$ cat src/rtl/instr_fetch_sequencer.sv
// Control unit: owns PC/IR, fetches from combinational code memory and sequences dmem/ALU handshakes.
// Optional build macro FETCH_WATCHDOG_EN adds an 8-bit MEM/ALU wait watchdog driving timeout.
module instr_fetch_sequencer #(
    parameter int unsigned Instruction_WIDTH       = 16,
    parameter int unsigned Instruction_Memory_Size = 16,
    parameter int unsigned Instruction_ADDR_WIDTH  = 4,
    parameter int unsigned opcode_SIZE             = 4,
    parameter int unsigned Operand_WIDTH           = 8
) (
    input  logic                              clk,
    input  logic                              rst_n,
    input  logic                              start,
    output logic [Instruction_ADDR_WIDTH-1:0] addr,
    input  logic [Instruction_WIDTH-1:0]      instruction_read,
    output logic                              dmem_req,
    output logic                              dmem_we,
    output logic [Operand_WIDTH-1:0]          dmem_addr,
    input  logic                              dmem_ack,
    output logic                              load_a,
    output logic                              load_b,
    output logic                              store_c,
    output logic                              alu_start,
    output logic [opcode_SIZE-1:0]            alu_op,
    input  logic                              alu_done,
    output logic                              busy,
    output logic                              halted,
    output logic                              illegal,
    output logic                              timeout
);

    localparam logic [opcode_SIZE-1:0] OpNop  = opcode_SIZE'(0);
    localparam logic [opcode_SIZE-1:0] OpLda  = opcode_SIZE'(1);
    localparam logic [opcode_SIZE-1:0] OpLdb  = opcode_SIZE'(2);
    localparam logic [opcode_SIZE-1:0] OpStc  = opcode_SIZE'(3);
    localparam logic [opcode_SIZE-1:0] OpDiv  = opcode_SIZE'(7);
    localparam logic [opcode_SIZE-1:0] OpHalt = opcode_SIZE'(8);
    localparam logic [Instruction_ADDR_WIDTH-1:0] PcLast =
        Instruction_ADDR_WIDTH'(Instruction_Memory_Size - 1);

    typedef enum logic [2:0] {
        StIdle,
        StFetch,
        StDecode,
        StMem,
        StAlu,
        StHalted
    } state_e;

    state_e                            state_q, state_d;
    logic [Instruction_ADDR_WIDTH-1:0] pc_q, pc_d;
    logic [Instruction_WIDTH-1:0]      ir_q;
    logic [opcode_SIZE-1:0]            opcode;
    logic [Operand_WIDTH-1:0]          operand;
    logic                              start_ok;
    logic                              set_illegal;
    logic                              wd_expire;
    logic                              unused_ir_bits;

    assign opcode         = ir_q[Instruction_WIDTH-1 -: opcode_SIZE];
    assign operand        = ir_q[Operand_WIDTH-1:0];
    assign unused_ir_bits = ^ir_q[Instruction_WIDTH-opcode_SIZE-1:Operand_WIDTH];
    assign start_ok       = start && ((state_q == StIdle) || (state_q == StHalted));
    assign addr           = pc_q;

    always_ff @(posedge clk or negedge rst_n) begin
        if (!rst_n) begin
            state_q <= StIdle;
            pc_q    <= '0;
            ir_q    <= '0;
        end else begin
            state_q <= state_d;
            pc_q    <= pc_d;
            if (state_q == StFetch) begin
                ir_q <= instruction_read;
            end
        end
    end

    always_comb begin
        state_d     = state_q;
        pc_d        = pc_q;
        set_illegal = 1'b0;
        case (state_q)
            StIdle, StHalted: begin
                if (start) begin
                    state_d = StFetch;
                    pc_d    = '0;
                end
            end
            StFetch: state_d = StDecode;
            StDecode: begin
                pc_d = (pc_q == PcLast) ? '0 : pc_q + Instruction_ADDR_WIDTH'(1);
                if (opcode == OpNop) begin
                    state_d = StFetch;
                end else if (opcode <= OpStc) begin
                    state_d = StMem;
                end else if (opcode <= OpDiv) begin
                    state_d = StAlu;
                end else begin
                    state_d     = StHalted;
                    set_illegal = (opcode != OpHalt);
                end
            end
            // Completion wins over a watchdog expiry landing in the same cycle.
            StMem: begin
                if (dmem_ack) begin
                    state_d = StFetch;
                end else if (wd_expire) begin
                    state_d = StHalted;
                end
            end
            StAlu: begin
                if (alu_done) begin
                    state_d = StFetch;
                end else if (wd_expire) begin
                    state_d = StHalted;
                end
            end
            default: state_d = StIdle;
        endcase
    end

    // Outputs are registered from the next state so they line up with the state they describe.
    always_ff @(posedge clk or negedge rst_n) begin
        if (!rst_n) begin
            dmem_req  <= 1'b0;
            dmem_we   <= 1'b0;
            dmem_addr <= '0;
            load_a    <= 1'b0;
            load_b    <= 1'b0;
            store_c   <= 1'b0;
            alu_start <= 1'b0;
            alu_op    <= '0;
            busy      <= 1'b0;
            halted    <= 1'b0;
            illegal   <= 1'b0;
        end else begin
            dmem_req  <= (state_d == StMem);
            dmem_we   <= (state_d == StMem) && (opcode == OpStc);
            dmem_addr <= (state_d == StMem) ? operand : '0;
            load_a    <= (state_q == StMem) && dmem_ack && (opcode == OpLda);
            load_b    <= (state_q == StMem) && dmem_ack && (opcode == OpLdb);
            store_c   <= (state_q == StMem) && dmem_ack && (opcode == OpStc);
            alu_start <= (state_q == StDecode) && (state_d == StAlu);
            alu_op    <= (state_d == StAlu) ? opcode : '0;
            busy      <= (state_d != StIdle) && (state_d != StHalted);
            halted    <= (state_d == StHalted);
            if (start_ok) begin
                illegal <= 1'b0;
            end else if (set_illegal) begin
                illegal <= 1'b1;
            end
        end
    end

`ifdef FETCH_WATCHDOG_EN
    logic [7:0] wd_cnt_q;
    logic       timeout_q;

    // Counter restarts on every state change, so it measures time spent in the current wait.
    always_ff @(posedge clk or negedge rst_n) begin
        if (!rst_n) begin
            wd_cnt_q  <= '0;
            timeout_q <= 1'b0;
        end else begin
            if ((state_d != state_q) || ((state_q != StMem) && (state_q != StAlu))) begin
                wd_cnt_q <= '0;
            end else begin
                wd_cnt_q <= wd_cnt_q + 8'd1;
            end
            if (start_ok) begin
                timeout_q <= 1'b0;
            end else if (wd_expire && (state_d == StHalted)) begin
                timeout_q <= 1'b1;
            end
        end
    end

    assign wd_expire = ((state_q == StMem) || (state_q == StAlu)) && (wd_cnt_q == 8'd254);
    assign timeout   = timeout_q;
`else
    assign wd_expire = 1'b0;
    assign timeout   = 1'b0;
`endif

endmodule

$ cat config.mk
export PLATFORM = sky130hd
export DESIGN_NAME = instr_fetch_sequencer
export DESIGN_NICKNAME = d
export VERILOG_FILES = /design/src/rtl/instr_fetch_sequencer.sv
export SDC_FILE = /design/constraint.sdc
export NUM_CORES = 1
export LEC_CHECK = 0
export BUFFER_PORTS_ARGS = -buffer_cell sky130_fd_sc_hd__buf_2
export CELL_PAD_IN_SITES_DETAIL_PLACEMENT = 1
export CELL_PAD_IN_SITES_GLOBAL_PLACEMENT = 1
export CORE_ASPECT_RATIO = 1.2
export CORE_MARGIN = 2
export CORE_UTILIZATION = 40
export CTS_CLUSTER_DIAMETER = 60
export DETAILED_ROUTE_END_ITERATION = 10
export PLACE_DENSITY_LB_ADDON = 0.25
export REMOVE_ABC_BUFFERS = 1
export SLEW_MARGIN = 10
export SYNTH_ARGS = -nofsm -noshare
export SYNTH_HDL_FRONTEND = slang
export SYNTH_SLANG_ARGS = --single-unit
$ cat constraint.sdc
create_clock -name clk -period 1.9 [get_ports clk]
set_input_delay 0.095 -clock clk [delete_from_list [all_inputs] [get_ports clk]]
set_output_delay 0.095 -clock clk [all_outputs]
set_load 0.01 [all_outputs]
# After elaboration in Yosys (flattened, before gate mapping)
# Cells that the tools add are included.
# Widths: inputs -> output; s select.
# classes
eq_ne	15
n_addsub	1
mux	18
n_lt_le_gt_ge	2
n_reduce_logical	16
# op_table
op	n
$mux 3	5
$pmux 3 s5	1
$eq 3x3->1 const B	4
$mux 4	3
$eq 3x2->1 const B	3
$eq 4x2->1 const B	2
$logic_and 1x1->1	8
$mux 8	1
$pmux 4 s2	1
$mux 1	7
$add 4x1->4 const B	1
$eq 4x1->1 const B	1
$eq 4x4->1 const B	1
$le 4x2->1 const B	1
$le 4x3->1 const B	1
$logic_not 4->1	1
$ne 4x4->1 const B	1
$reduce_bool 2->1	2
$eq 3x1->1 const B	1
$logic_not 3->1	1
$ne 3x3->1 const B	1
$reduce_bool 3->1	1
$ne 2x2->1 const B	1
$reduce_and 2->1	1
2 further kinds	2
# word_totals
inputBits	21
register_bits	44

# Logic depth before layout (Yosys ltp)
# Gate-level depths: netlist of the first run.
# depth
word_depth	7
mapped_depth	5
depth_no_buf	5

# Worst setup path before layout of the first run
# OpenSTA, ideal clock, no wires.
# synth_path
path_kind	reg2reg
startpoint	reg state_q[0]
endpoint	reg alu_op[0]
setup_ns	0.119
slack_ns	0.343
path_stages_with_launch	6
arrival_time_ns	1.438
synth_period_minus_slack_ns	1.557
path_buffers	1
path_cell_list	dfrtp_1 buf_2 or3b_2 a21oi_1 nor3b_2 and2_1
# synth_via
elab_chain_len	5
elab_cells_between_ends	13
classes_between	eq/ne: 6; mux: 5; reduce/logical: 2
# synth_rtl
element	line_no	rtl
from (decl)	49	state_e state_q, state_d;
from (signal assigned)	67	state_q <= StIdle;
from (signal assigned)	71	state_q <= state_d;
$eq 3x3->1 / $logic_not 3->1 (equally long branches)	83	case (state_q)
$reduce_or 2->1	83	
$pmux 3 s5 (*)	83	
$eq 3x3->1 (*)	145	alu_op <= (state_d == StAlu) ? opcode : '0;
$mux 4 (*)	145	
to (signal assigned)	145	
to (decl)	23	output logic [opcode_SIZE-1:0] alu_op,
# Every way passes the cells marked *; elsewhere a longest branch is shown, timed or not.
# A chain may end at the register's enable or synchronous reset.

# Worst setup path after layout of the first run
# layout_path
startpoint	reg state_q[0]
endpoint	reg alu_op[3]
# The elaborated chain is that of the path after synthesis.

==> impl_metrics.py, run 1 <==
metrics = {
    "timing": {
        "setup_slack_ns": 0.116,
        "tightest_slew_ns": 0.851,
        "tns_ns": 0,
        "drv_slew": 0,
        "fin_crit_sh_pct": 93.9,
        "rsz0062_at_grt": "false",
        "fmax_ghz": 0.561,
        "final_hold_viol_count": 0,
        "min_period_ns": 1.78,
        "slew_headroom_pct": 43.2,
        "setup_violations": 0,
        "skew_ns": 0.00978,
    },
    "routing": {
        "routed_via_density": 5.11,
        "wire_per_inst_um": 14.8,
        "drtPass1Iterations": 2,
        "vias": 1185,
        "drc_errors": 0,
        "wirelength_um": 3420,
        "ant_nets": 0,
        "drtIter0Drc": 63,
    },
    "job": {
        "cap_violations": 0,
    },
    "yosys": {
        "synth_area_leaders": "dfrtp_1, mux2_2, and2_1",
        "yosys_warnings": 0,
        "yosys.area.top_type": "dfrtp_1",
        "postSynthCellCount": 127,
        "yosysMostFrequentCell": "dfrtp_1",
        "ys_types": 35,
        "synth_top_family_by_area": "simple AND/OR/NAND/NOR gates",
        "synthArstFlopShare_pct": 100,
        "synth_mux_area_share_pct": 8.91,
        "synth_edf_count": 0,
        "ys_seq_area_share_pct": 61.4,
        "ys_ff_latch": 40,
        "synth_xor_area_share_pct": 0,
        "synthSimpleGateAreaFrac_pct": 17.9,
        "avgSynthCellArea_um2": 12.8,
        "synth_compound_area_share_pct": 9.22,
        "yosys-top-cells-count": "dfrtp_1, mux2_2, and2_1, and3_1, nor2_1",
        "synth_ff_type": "dfrtp_1",
        "synthAdderAreaFrac_pct": 0.768,
        "synth_top_area_share_pct": 61.4,
        "synth_area_um2": 1630,
    },
    "placement": {
        "dpl_worst_slack_ns": 0.122,
        "io_buffer_count": 41,
        "hpwl_um": 2560,
        "gp_congestion": 0.818,
        "dpl_cell_area_um2": 1920,
    },
    "clock_network": {
        "tritoncts": "done",
        "cts-root-buf": "clkbuf_8",
        "cts.sinks": 40,
        "clockBufferDepth": 2,
        "clk_pin_slew_ns": 0.08,
        "clock_latency_ns": 0.29,
        "cts_buffers": 5,
        "cts.repair.resized": 0,
        "cts_max_level": 2,
    },
    "grt": {
        "gr-total-overflow": 0,
        "grt_pass1_vias": 1237,
        "grt_usage_pct": 16.4,
        "antenna_found_initial": 0,
        "grt_pass1_wl_um": 5810,
        "grt_start_max_net_pins": 41,
    },
    "power_and_ir_drop": {
        "powerDensity_nw_per_um2": 1550,
        "ir_worst_vdd_mv": 0.821,
        "p_leak_nw": 1.07,
        "total_power_w": 0.00317,
    },
    "cells_and_area": {
        "drive_gt1_share_pct": 41.0,
        "nNetsFinal": 199,
        "num_antenna_cells": 0,
        "final_util_pct": 52.4,
        "design_area_um2": 2050,
        "syn2layout_area_growth_pct": 25.8,
    },
    "setup_path": {
        "cp_max_fo": 11,
        "cp_num_buf_inv": 0,
        "worstSetupStartpointType": "flip-flop",
        "endpoint_kind": "flip-flop",
        "crit_arrival_ns": 2.01,
        "crit_path_top_delay_cell": "or3b_2",
        "crit_family": "simple AND/OR/NAND/NOR gates",
        "path_cells": "or3b_2 > a22o_1 > nor3b_2 > and2_1",
        "max_stage_delay_ns": 0.51,
        "worst_ep_required_time_ns": 2.13,
        "path_class": "reg -> reg",
    },
    "run_status": {
        "status": "finished, final reports clean",
    },
    "floorplanning": {
        "die_w_um": 62.3,
        "dieArea_um2": 4600,
        "start_util_pct": 41.7,
        "die_y_um": 73.9,
        "rows": 25,
        "num_io_pins": 47,
        "coreArea_um2": 3910,
    },
    "hold_path": {
        "worstHoldPathType": "in -> reg",
    },
}
## layout make-up
cell class / instances / area, µm²
inverters: 1 / 3.75
flip-flops and latches: 40 / 1000
repair buffers: 47 / 253
clock inverters: 2 / 38.8
multi-input cells: 82 / 603
clock buffers: 6 / 82.6
fillers: 432 / 1860
well taps: 54 / 67.6
## timing repair
| action | CTS | global route |
|---|---|---|
| hold buffers | 1 | 0 |
| setup buffers | 0 | 0 |
| endpoints found under the hold margin | 40 | 0 |
## worst register-to-register path, stage by stage (launching register included)
cell	delay, ns
dfrtp_1	0.49
or3b_2	0.51
a22o_1	0.22
nor3b_2	0.32
and2_1	0.18
## routing by layer
layer	share of wire (%)	wire, µm	track usage (%)
met1	38	1320	17.5
met2	56	1910	30.7
met3	4.3	146	5.05
met4	1.3	46	6.91
met5	0	0	0
## state kept, by name, summed over array words and instances (netlist names)
signal / flops
load_a: 1
dmem_we: 1
alu_op: 4
addr: 4
load_b: 1
busy: 1
store_c: 1
dmem_req: 1
state_q: 3
halted: 1
dmem_addr: 8
alu_start: 1
illegal: 1
ir_q: 12
## placed cells by master, fill, tap and decap left out, types with 2 or more instances in the layout
master	count
mux2_2	12
dfrtp_1	40
a21o_1	2
buf_2	41
a21oi_1	3
nand4_1	2
nor3_1	2
a22o_1	2
nor2b_1	4
and2_1	8
or3b_2	2
nand2b_1	3
nand2_1	5
and3_1	8
buf_4	5
clkbuf_8	6
o21ai_0	5
nor2_1	8
## logic make-up after synthesis
| kind of cell | count (synthesis) |
|---|---|
| compound gates | 18 |
| fa+ha+maj | 1 |
| buf+inv | 5 |
| flops | 40 |
| mux | 13 |
| other cells | 1 |
| simple gates | 49 |
## worst paths after layout
check                                     start             endpoint  slack, ns  cells after the start
max                        state_q[0]$_DFF_PN0_  alu_op[3]$_DFF_PN0_       0.12                      4
min                         instruction_read[0]  ir_q[0]$_DFFE_PN0P_       0.04                      2
max reg2reg                state_q[0]$_DFF_PN0_  alu_op[3]$_DFF_PN0_       0.12                      4
min reg2reg                 ir_q[5]$_DFFE_PN0P_  ir_q[5]$_DFFE_PN0P_       0.50                      1
max in group asynchronous                 rst_n     halted$_DFF_PN0_       0.91                      2
min in group asynchronous                 rst_n  alu_op[0]$_DFF_PN0_       0.45                      2
## per-stage QoR
stage / instances / hold WS, ns
floorplan: 123 / -0.201
global placement: 223 / 0.240
detailed placement: 223 / 0.257
CTS: 232 / 0.0289
global route: 232 / 0.0349
finish: 232 / 0.0408
## report_power, final
part,internal (W),total [W],switching (W),leakage [nW]
Sequential,0.00112,0.00134,0.000216,0.520
Clock,0.000429,0.000713,0.000284,0.0614
Combinational,0.000566,0.00112,0.000555,0.490
Total,0.00212,0.00317,0.00106,1.07
(Power assumes the default switching activity.)
==> run 2: changes to the inputs <==
- ABC_AREA: default -> 1
- CORE_UTILIZATION: 40 -> 38
==> run 2 against run 1 <==
  * Combinational power up 9%
  * Sequential power about the same
  * Maximum frequency up 33%
  * Critical path depth up 1
  * Die area up 5.9%
  * Register-to-register slack better by 0.44 ns
  * Global-route usage up 0.44 points
  * Clock power down 17%
  * Highest routed layer unchanged
==> impl_metrics.py, run 2 <==
metrics = {
    "setup_path": {
        "worstSetupStartpoint": "state_q[2]$_DFF_PN0_",
        "cp_max_fo": 10,
        "r2r_cells": 5,
        "rrSetupSlack_ns": 0.56,
        "worst_ep_required_time_ns": 2.06,
        "reg2reg_to": "dmem_addr[3]$_DFF_PN0_",
        "worstReg2RegStart": "state_q[2]$_DFF_PN0_",
        "path_class": "reg -> reg",
        "worstSetupStartpointType": "flip-flop",
        "crit_arrival_ns": 1.51,
        "endpoint_kind": "flip-flop",
    },
    "timing": {
        "min_period_ns": 1.34,
        "drv_slew": 0,
        "final_hold_viol_count": 0,
        "tns_ns": 0,
        "slew_headroom_pct": 41.4,
        "fin_crit_sh_pct": 70.7,
        "tightest_slew_ns": 0.879,
        "rsz0062_at_grt": "false",
        "skew_ns": 0.00712,
        "setup_violations": 0,
        "fmax_ghz": 0.745,
    },
    "yosys": {
        "yosys.area.top_type": "dfrtp_1",
        "synth_area_leaders": "dfrtp_1, nor2_1, nand2_1",
        "ys_ff_latch": 40,
        "synthSimpleGateAreaFrac_pct": 24.4,
        "yosysMostFrequentCell": "dfrtp_1",
        "synthAdderAreaFrac_pct": 0.761,
        "synth_compound_area_share_pct": 6.32,
        "ys_types": 23,
        "yosys-top-cells-count": "dfrtp_1, nor2_1, nand2_1, inv_1, nand3_1",
        "ys_seq_area_share_pct": 60.9,
        "synth_top_family_by_area": "simple AND/OR/NAND/NOR gates",
        "synth_edf_count": 0,
        "avgSynthCellArea_um2": 9.50,
        "synth_top_area_share_pct": 60.9,
        "synth_area_um2": 1640,
        "synth_xor_area_share_pct": 0.533,
        "postSynthCellCount": 173,
        "synthArstFlopShare_pct": 100,
        "yosys_warnings": 0,
        "synth_mux_area_share_pct": 0,
        "synth_ff_type": "dfrtp_1",
    },
    "placement": {
        "io_buffer_count": 41,
        "hpwl_um": 2700,
        "gp_congestion": 0.724,
    },
    "cells_and_area": {
        "fillers": 514,
        "largest_reg_flops": 12,
        "num_antenna_cells": 0,
        "top_regs": "ir_q x12, dmem_addr x8",
        "final_common_cell": "buf_2",
        "drive_gt1_share_pct": 32.3,
        "syn2layout_area_growth_pct": 22.1,
        "top_register": "ir_q",
        "final_cell_mix": "buf_2, dfrtp_1, nor2_1",
        "nNetsFinal": 241,
    },
    "clock_network": {
        "cts-root-buf": "clkbuf_8",
        "cts.sinks": 40,
        "cts_buffers": 5,
        "cts.repair.resized": 0,
        "tritoncts": "done",
        "clockBufferDepth": 2,
        "cts_max_level": 2,
        "clock_latency_ns": 0.29,
        "clk_pin_slew_ns": 0.08,
    },
    "grt": {
        "grt_pass1_vias": 1415,
        "antenna_found_initial": 0,
        "grt_start_max_net_pins": 41,
        "grt_usage_pct": 16.9,
        "grt_pass1_wl_um": 6310,
        "gr-total-overflow": 0,
    },
    "power_and_ir_drop": {
        "total_power_w": 0.00313,
        "pwr-share-seq_pct": 42.0,
        "p_leak_nw": 1.12,
        "combPwrFrac_pct": 39.1,
        "p_clk_share_pct": 18.9,
        "intPower_w": 0.00185,
        "p_sw_share_pct": 41.0,
        "netSwitchingPower_w": 0.00128,
        "ir_worst_vdd_mv": 0.658,
        "powerDensity_nw_per_um2": 1560,
    },
    "routing": {
        "drc_errors": 0,
        "vias": 1281,
        "routed_via_density": 4.64,
        "drtIter0Drc": 32,
        "drtPass1Iterations": 4,
        "wirelength_um": 3710,
        "wire_per_inst_um": 13.5,
        "ant_nets": 0,
    },
    "run_status": {
        "status": "finished, final reports clean",
    },
    "floorplanning": {
        "dieArea_um2": 4870,
        "num_io_pins": 47,
        "die_y_um": 76.1,
        "coreArea_um2": 4200,
        "start_util_pct": 39.2,
        "rows": 26,
        "die_w_um": 64.0,
    },
    "job": {
        "cap_violations": 0,
    },
    "hold_path": {
        "hold_path_depth": 3,
        "min_to": "ir_q[14]$_DFFE_PN0P_",
        "worstHoldPathType": "in -> reg",
        "min_from": "instruction_read[14]",
    },
}
[run 2: final cells by class]
type	count	area (µm²)	area share [%]
clock inverters	1	7.51	0.374
inverters	24	90.1	4.49
multi-input cells	105	531	26.4
flip-flops and latches	40	1000	49.8
well taps	56	70.1	3.49
repair buffers	43	223	11.1
clock buffers	7	86.3	4.30
[run 2: repair_timing]
action	in CTS	in global routing
setup endpoints to repair	0	0
hold buffers	1	0
hold endpoints to repair	40	0
buffers inserted	0	0
[run 2: metal layers]
layer | routed length [µm] | track usage, % | up-vias
met5 | 0 | 0 | -
met4 | 51 | 5.22 | 0
met3 | 192 | 5.02 | 6
met2 | 2040 | 31.5 | 31
met1 | 1430 | 17.7 | 622
li1 | - | - | 622
[run 2: critical path, cell delays in order (launching register included)]
cell     delay, ns
dfrtp_1       0.50
nor2_2        0.09
nand2_2       0.18
nor2_4        0.08
a21oi_4       0.28
nor2_1        0.09
[run 2: kinds of logic after synthesis]
| family | after synthesis |
|---|---|
| buf+inv | 28 |
| flops | 40 |
| simple gates | 84 |
| compound gates | 18 |
| other cells | 1 |
| fa+ha+maj | 1 |
| xor+xnor | 1 |
[run 2: power groups by stage]
stage / logic, W / registers (W) / clock network [W]
2_1_floorplan: 0.000776 / 0.00137 / 0
3_3_place_gp: 0.00117 / 0.00132 / 0
3_5_place_dp: 0.00124 / 0.00133 / 0
4_1_cts: 0.00126 / 0.00132 / 0.000607
5_1_grt: 0.00140 / 0.00136 / 0.000630
6_report: 0.00122 / 0.00132 / 0.000591
[run 2: worst max-delay path by stage]
stage	depth (start not counted)	endpoint	slack, ns
2_1_floorplan	7	busy$_DFF_PN0_	0.56
3_3_place_gp	8	busy$_DFF_PN0_	0.60
3_5_place_dp	5	dmem_addr[3]$_DFF_PN0_	0.55
4_1_cts	5	dmem_addr[3]$_DFF_PN0_	0.54
5_1_grt	8	alu_op[3]$_DFF_PN0_	0.42
6_report	5	dmem_addr[3]$_DFF_PN0_	0.56
[run 2: stage by stage]
stage | instances | area, µm² | setup slack (ns) | util [%] | hold WS (ns)
after floorplan | 169 | 1620 | 0.563 | - | -0.201
after global placement | 267 | 1900 | 0.602 | 45.4 | 0.245
after detailed placement | 267 | 1900 | 0.548 | 45.4 | 0.274
after CTS | 276 | 2010 | 0.538 | 47.9 | 0.0443
after global routing | 276 | 2010 | 0.417 | 47.9 | 0.0704
final | 276 | 2010 | 0.557 | 47.9 | 0.0526
